$ cat src/rtl/huffman_bit_packer.sv
// huffman_bit_packer: packs variable-length LSB-first Huffman codes into fixed-width words,
// with ready/valid output backpressure and an end-of-block flush emitting a zero-padded last word.
module huffman_bit_packer #(
    parameter int OUT_WIDTH = 32,
    parameter int ACC_WIDTH = OUT_WIDTH + 64
) (
    input  logic                       clock,
    input  logic                       reset_n,
    input  logic [63:0]                code_data,
    input  logic [7:0]                 code_bits,
    output logic                       in_ready,
    input  logic                       flush,
    output logic [OUT_WIDTH-1:0]       out_data,
    output logic [$clog2(OUT_WIDTH):0] out_bits,
    output logic                       out_valid,
    input  logic                       out_ready,
    output logic                       out_last,
    output logic                       flush_done,
    output logic [$clog2(ACC_WIDTH):0] fill_level
);
    localparam int FW = $clog2(ACC_WIDTH) + 1;
    localparam int BW = $clog2(OUT_WIDTH) + 1;
    localparam logic [FW-1:0] OUT_F = FW'(OUT_WIDTH);
    localparam logic [1:0] S_RUN = 2'd0, S_FLUSH = 2'd1, S_DONE = 2'd2;

    logic [1:0]           r_state;
    logic [ACC_WIDTH-1:0] r_acc;
    logic [FW-1:0]        r_fill;
    logic [OUT_WIDTH-1:0] r_data;
    logic [BW-1:0]        r_bits;
    logic                 r_valid;
    logic                 r_last;

    logic [6:0]           w_nbits;
    logic [63:0]          w_code;
    logic                 w_accept;
    logic                 w_slot_free;
    logic [ACC_WIDTH-1:0] w_acc;
    logic [FW-1:0]        w_fill;
    logic                 w_drain;
    logic                 w_last;

    assign w_nbits     = (code_bits > 8'd64) ? 7'd64 : code_bits[6:0];
    assign w_code      = code_data & ~({64{1'b1}} << w_nbits);
    assign in_ready    = reset_n && (r_state == S_RUN) && (r_fill <= OUT_F);
    assign w_accept    = in_ready && (code_bits != 8'd0);
    assign w_slot_free = !r_valid || out_ready;
    // Merging before draining lets a word completed this cycle leave on the same edge.
    assign w_acc       = r_acc | (w_accept ? (ACC_WIDTH'(w_code) << r_fill) : '0);
    assign w_fill      = r_fill + (w_accept ? FW'(w_nbits) : '0);
    assign w_drain     = w_slot_free && ((r_state == S_RUN) ? (w_fill >= OUT_F)
                                                            : (r_state == S_FLUSH) && (w_fill > OUT_F));
    assign w_last      = w_slot_free && (r_state == S_FLUSH) && (w_fill != '0) && (w_fill <= OUT_F);

    assign out_data    = r_data;
    assign out_bits    = r_bits;
    assign out_valid   = r_valid;
    assign out_last    = r_last;
    assign flush_done  = (r_state == S_DONE) && w_slot_free;
    assign fill_level  = r_fill;

    always_ff @(posedge clock or negedge reset_n) begin
        if (!reset_n) begin
            r_state <= S_RUN;
            r_acc   <= '0;
            r_fill  <= '0;
            r_data  <= '0;
            r_bits  <= '0;
            r_valid <= 1'b0;
            r_last  <= 1'b0;
        end else begin
            r_acc  <= w_last ? '0 : w_drain ? (w_acc >> OUT_WIDTH) : w_acc;
            r_fill <= w_last ? '0 : w_drain ? (w_fill - OUT_F) : w_fill;
            if (w_drain || w_last) begin
                r_data  <= w_acc[OUT_WIDTH-1:0];
                r_bits  <= w_last ? BW'(w_fill) : BW'(OUT_WIDTH);
                r_last  <= w_last;
                r_valid <= 1'b1;
            end else if (out_ready) begin
                r_valid <= 1'b0;
            end
            r_state <= (r_state == S_RUN)   ? (flush ? S_FLUSH : S_RUN) :
                       (r_state == S_FLUSH) ? ((w_last || w_fill == '0) ? S_DONE : S_FLUSH) :
                       (w_slot_free ? S_RUN : S_DONE);
        end
    end
endmodule

$ cat config.mk
export PLATFORM = sky130hd
export DESIGN_NAME = huffman_bit_packer
export DESIGN_NICKNAME = d
export VERILOG_FILES = /design/src/rtl/huffman_bit_packer.sv
export SDC_FILE = /design/constraint.sdc
export NUM_CORES = 1
export LEC_CHECK = 0
export ABC_AREA = 1
export BUFFER_PORTS_ARGS = -buffer_cell sky130_fd_sc_hd__buf_2
export CAP_MARGIN = 10
export CORE_MARGIN = 2
export CORE_UTILIZATION = 40
export DETAILED_ROUTE_END_ITERATION = 8
export GPL_TIMING_DRIVEN = 0
export PLACE_DENSITY_LB_ADDON = 0.08
export SYNTH_ARGS = -nofsm -noshare
export SYNTH_HDL_FRONTEND = slang
export SYNTH_SLANG_ARGS = --single-unit
$ cat constraint.sdc
create_clock -name clock -period 4.7 [get_ports clock]
set_input_delay 0 -clock clock [delete_from_list [all_inputs] [get_ports clock]]
set_output_delay 0 -clock clock [all_outputs]
set_load 0.05 [all_outputs]
==> impl_metrics.toml <==
[routing]
first_pass_iters = 8
dr_total_vias = 14870
avgRoutedWirePerCell_um = 22.77
drcViolationCount = 0
wirelength_um = 57360
drtIter0Drc = 2003
wl_met3_um = 5695
drtAntennaViolNets = 0
wl_met1_um = 24830
top_layer = "met4"
met2_length_um = 25100
drt-vias-per-instance = 5.903

[yosys]
async_reset_ff_frac = 1.000
ys_ff_latch = 146
syn_area_mm2 = 0.01201
yosys_most_used_dff = "dfrtp_1"
seq_area_frac_synth = 0.3042
yosys.area_share.simple = 0.4785
synth_top_area_share = 0.3042
synth_compound_gate_area_share = 0.1092
netlist_top_cells_area = "dfrtp_1 (30%), nand2_1 (21%), nand3_1 (21%), inv_1 (4.4%), a21oi_1 (2.6%)"
avgSynthCellArea_um2 = 6.110
synth_top_family_by_area = "simple AND/OR/NAND/NOR gates"
muxShareOfSynthArea = 0
ys_top_cells_by_count = "nand2_1 (682), nand3_1 (508), dfrtp_1 (146)"
synthAdderAreaFrac = 0.01000
syn-num-nets = 2051
synth-xor-area-share = 0.005000
yosysTopAreaCell = "dfrtp_1"
synth_edf_count = 0
netlist_instances = 1966
yosys.cell_count.top_type = "nand2_1"
yosys_warnings = 0
yosysUniqueCellTypes = 41

[run_status]
outcome = "finished clean"

[critical_path]
crit_path_end_kind = "register"
crit_required_ns = 5.08
arrival_ns = 4.75
reg2reg_to = "r_acc[11]"
reg2regPathDepth = 26
critPathTopFamily = "simple AND/OR/NAND/NOR gates"
crit_path_frequent_cell = "nand2_1"
startpoint_type = "register"
slowest_stage = "dfrtp_1"
worstSetupPathType = "register to register"
cp_max_fo = 10
cpPeakStageDelay_ns = 0.40
crit_buf_inv = 7
reg2reg_from = "fill_level[2]"
reg2reg_slack_ns = 0.33

[job]
maxCapViolations = 0

[global_route]
grt_pass1_wl_um = 85970
grt-ovfl-total = 0
grt_usage = 0.3714
grt_pass1_vias = 13900
grt_max_degree = 75
antenna_found_initial = 0

[place]
post_dp_cell_area_mm2 = 0.01316
port_buffers = 123
dp.final_hpwl_um = 47220
dp_cells = 2480
place_congestion = 1.106

[die]
coreArea_mm2 = 0.02964
rows = 63
die_y_um = 177.3
die_area_mm2 = 0.03143
die_w_um = 177.3
initial_core_util = 0.4053
ios = 126

[layout]
seqCellArea_mm2 = 0.003655
drive_above_1_share = 0.1071
final_core_util = 0.4677
final_area_mm2 = 0.01386
antenna_cells = 0
final.fill_count = 3248
multi_input_area_mm2 = 0.007259
nNetsFinal = 2201
syn_to_final_growth_pct = 15.42
final-instance-count-excl-fill = 2519

[clock_tree]
clock_latency_ns = 0.45
clock_path_buffers = 2
cts_buffers = 17
path_clk_slew_ns = 0.07
clockRootBuffer = "clkbuf_16"
ctsHtreeMaxLevel = 4
clock-sinks = 146
cts_tree = "built"

[sta]
fin_crit_sh = 0.9294
max_freq_ghz = 0.2289
final_max_slew_viol_count = 0
rsz0062_at_grt = "no"
fin_skew_ns = 0.01227
tightest_slew_ns = 0.9879
relSlewSlack = 0.3344
final_hold_viol_count = 0
setup_viol = 0
layout_min_cycle_time_ns = 4.368
holdWs_ns = 0.1127

[power]
vdd_drop_max_mv = 0.4850
power.leakage_uw = 0.007307
total_power_uw = 11970
p_per_area_mw_per_mm2 = 863.2

[min_path]
hp-class = "primary input to async pin"
per-layer routing:
layer / track usage / up-vias
met4: 0.1230 / 0
li1: - / 6862
met5: 0 / -
met1: 0.5236 / 7132
met3: 0.07498 / 104
met2: 0.5674 / 772
how the worst max path moves through the flow:
stage,start,end,slack [ns],cells after the start
floorplan,fill_level[2],out_data[0],0.21,23
global placement,reset_n,out_data[0],-2.36,24
detailed placement,fill_level[5],out_data[0],-0.64,22
CTS,fill_level[1],out_data[0],0.01,27
global route,fill_level[2],out_data[0],0.01,26
finish,fill_level[2],r_acc[11],0.33,26
flip-flops by register name, summed over array words and instances, names as in the netlist:
| register | flops |
|---|---|
| out_last | 1 |
| fill_level | 8 |
| r_acc | 96 |
| out_valid | 1 |
| r_state | 2 |
| out_data | 32 |
| out_bits | 6 |
metrics by stage:
stage          setup WS [ns]  setup TNS (ns)
3_3_place_gp          -2.356         -319.80
6_report              0.3317               0
5_1_grt              0.01283               0
2_1_floorplan         0.2079               0
4_1_cts             0.009742               0
3_5_place_dp         -0.6405          -68.42
cells in the final DEF, fill, tap and decap left out, types with 4 or more instances in the layout:
master | netlist | routed
nand2_1 | 682 | 679
nand3b_1 | 8 | 8
nand2_2 | 2 | 4
nand4_1 | 37 | 37
inv_6 | 0 | 5
clkbuf_1 | 42 | 40
nor2_1 | 57 | 57
buf_1 | 45 | 45
o21bai_1 | 20 | 20
buf_2 | 29 | 151
buf_6 | 5 | 4
nand3_1 | 508 | 508
o31ai_1 | 6 | 6
nor3_1 | 7 | 7
or2_2 | 4 | 4
inv_2 | 8 | 8
xor2_1 | 5 | 5
o211ai_1 | 38 | 38
ha_1 | 8 | 8
inv_1 | 141 | 141
o21ai_1 | 18 | 18
a21o_1 | 4 | 4
a31oi_1 | 7 | 7
dfrtp_1 | 146 | 145
a21oi_1 | 62 | 62
o21ai_0 | 54 | 54
clkbuf_16 | 0 | 17
buf_4 | 3 | 6
layout make-up:
| class | count | share of cell area |
|---|---|---|
| Buffer | 125 | 0.04106 |
| Clock buffer | 19 | 0.03123 |
| Clock inverter | 13 | 0.01236 |
| Inverter | 150 | 0.04061 |
| Multi-Input combinational cell | 1545 | 0.5236 |
| Sequential cell | 146 | 0.2636 |
| Tap cell | 390 | 0.03520 |
| Timing Repair Buffer | 131 | 0.05226 |
logic make-up (layout without fill, tap and decap cells):
kind of cell	count (synthesis)	count (layout)
flops	146	146
simple gates	1312	1312
xor+xnor	6	6
fa+ha+maj	9	9
compound gates	218	218
buf+inv	275	438
power by group:
part	total, µW	switching, µW	internal [µW]	leakage, µW
logic	8700	6600	2100	0.00504
clock network	1430	586	845	0.000295
registers	1840	169	1670	0.00197
total	12000	7350	4610	0.00731
timing repair:
| action | CTS | global route |
|---|---|---|
| gates resized for setup | 5 | 11 |
| pin swaps | 1 | 1 |
| hold buffers | 3 | 0 |
| endpoints found under the hold margin | 75 | 0 |
| setup buffers | 3 | 1 |
| endpoints found under the setup margin | 145 | 136 |
Note: power is estimated with default switching activity, not from simulation.
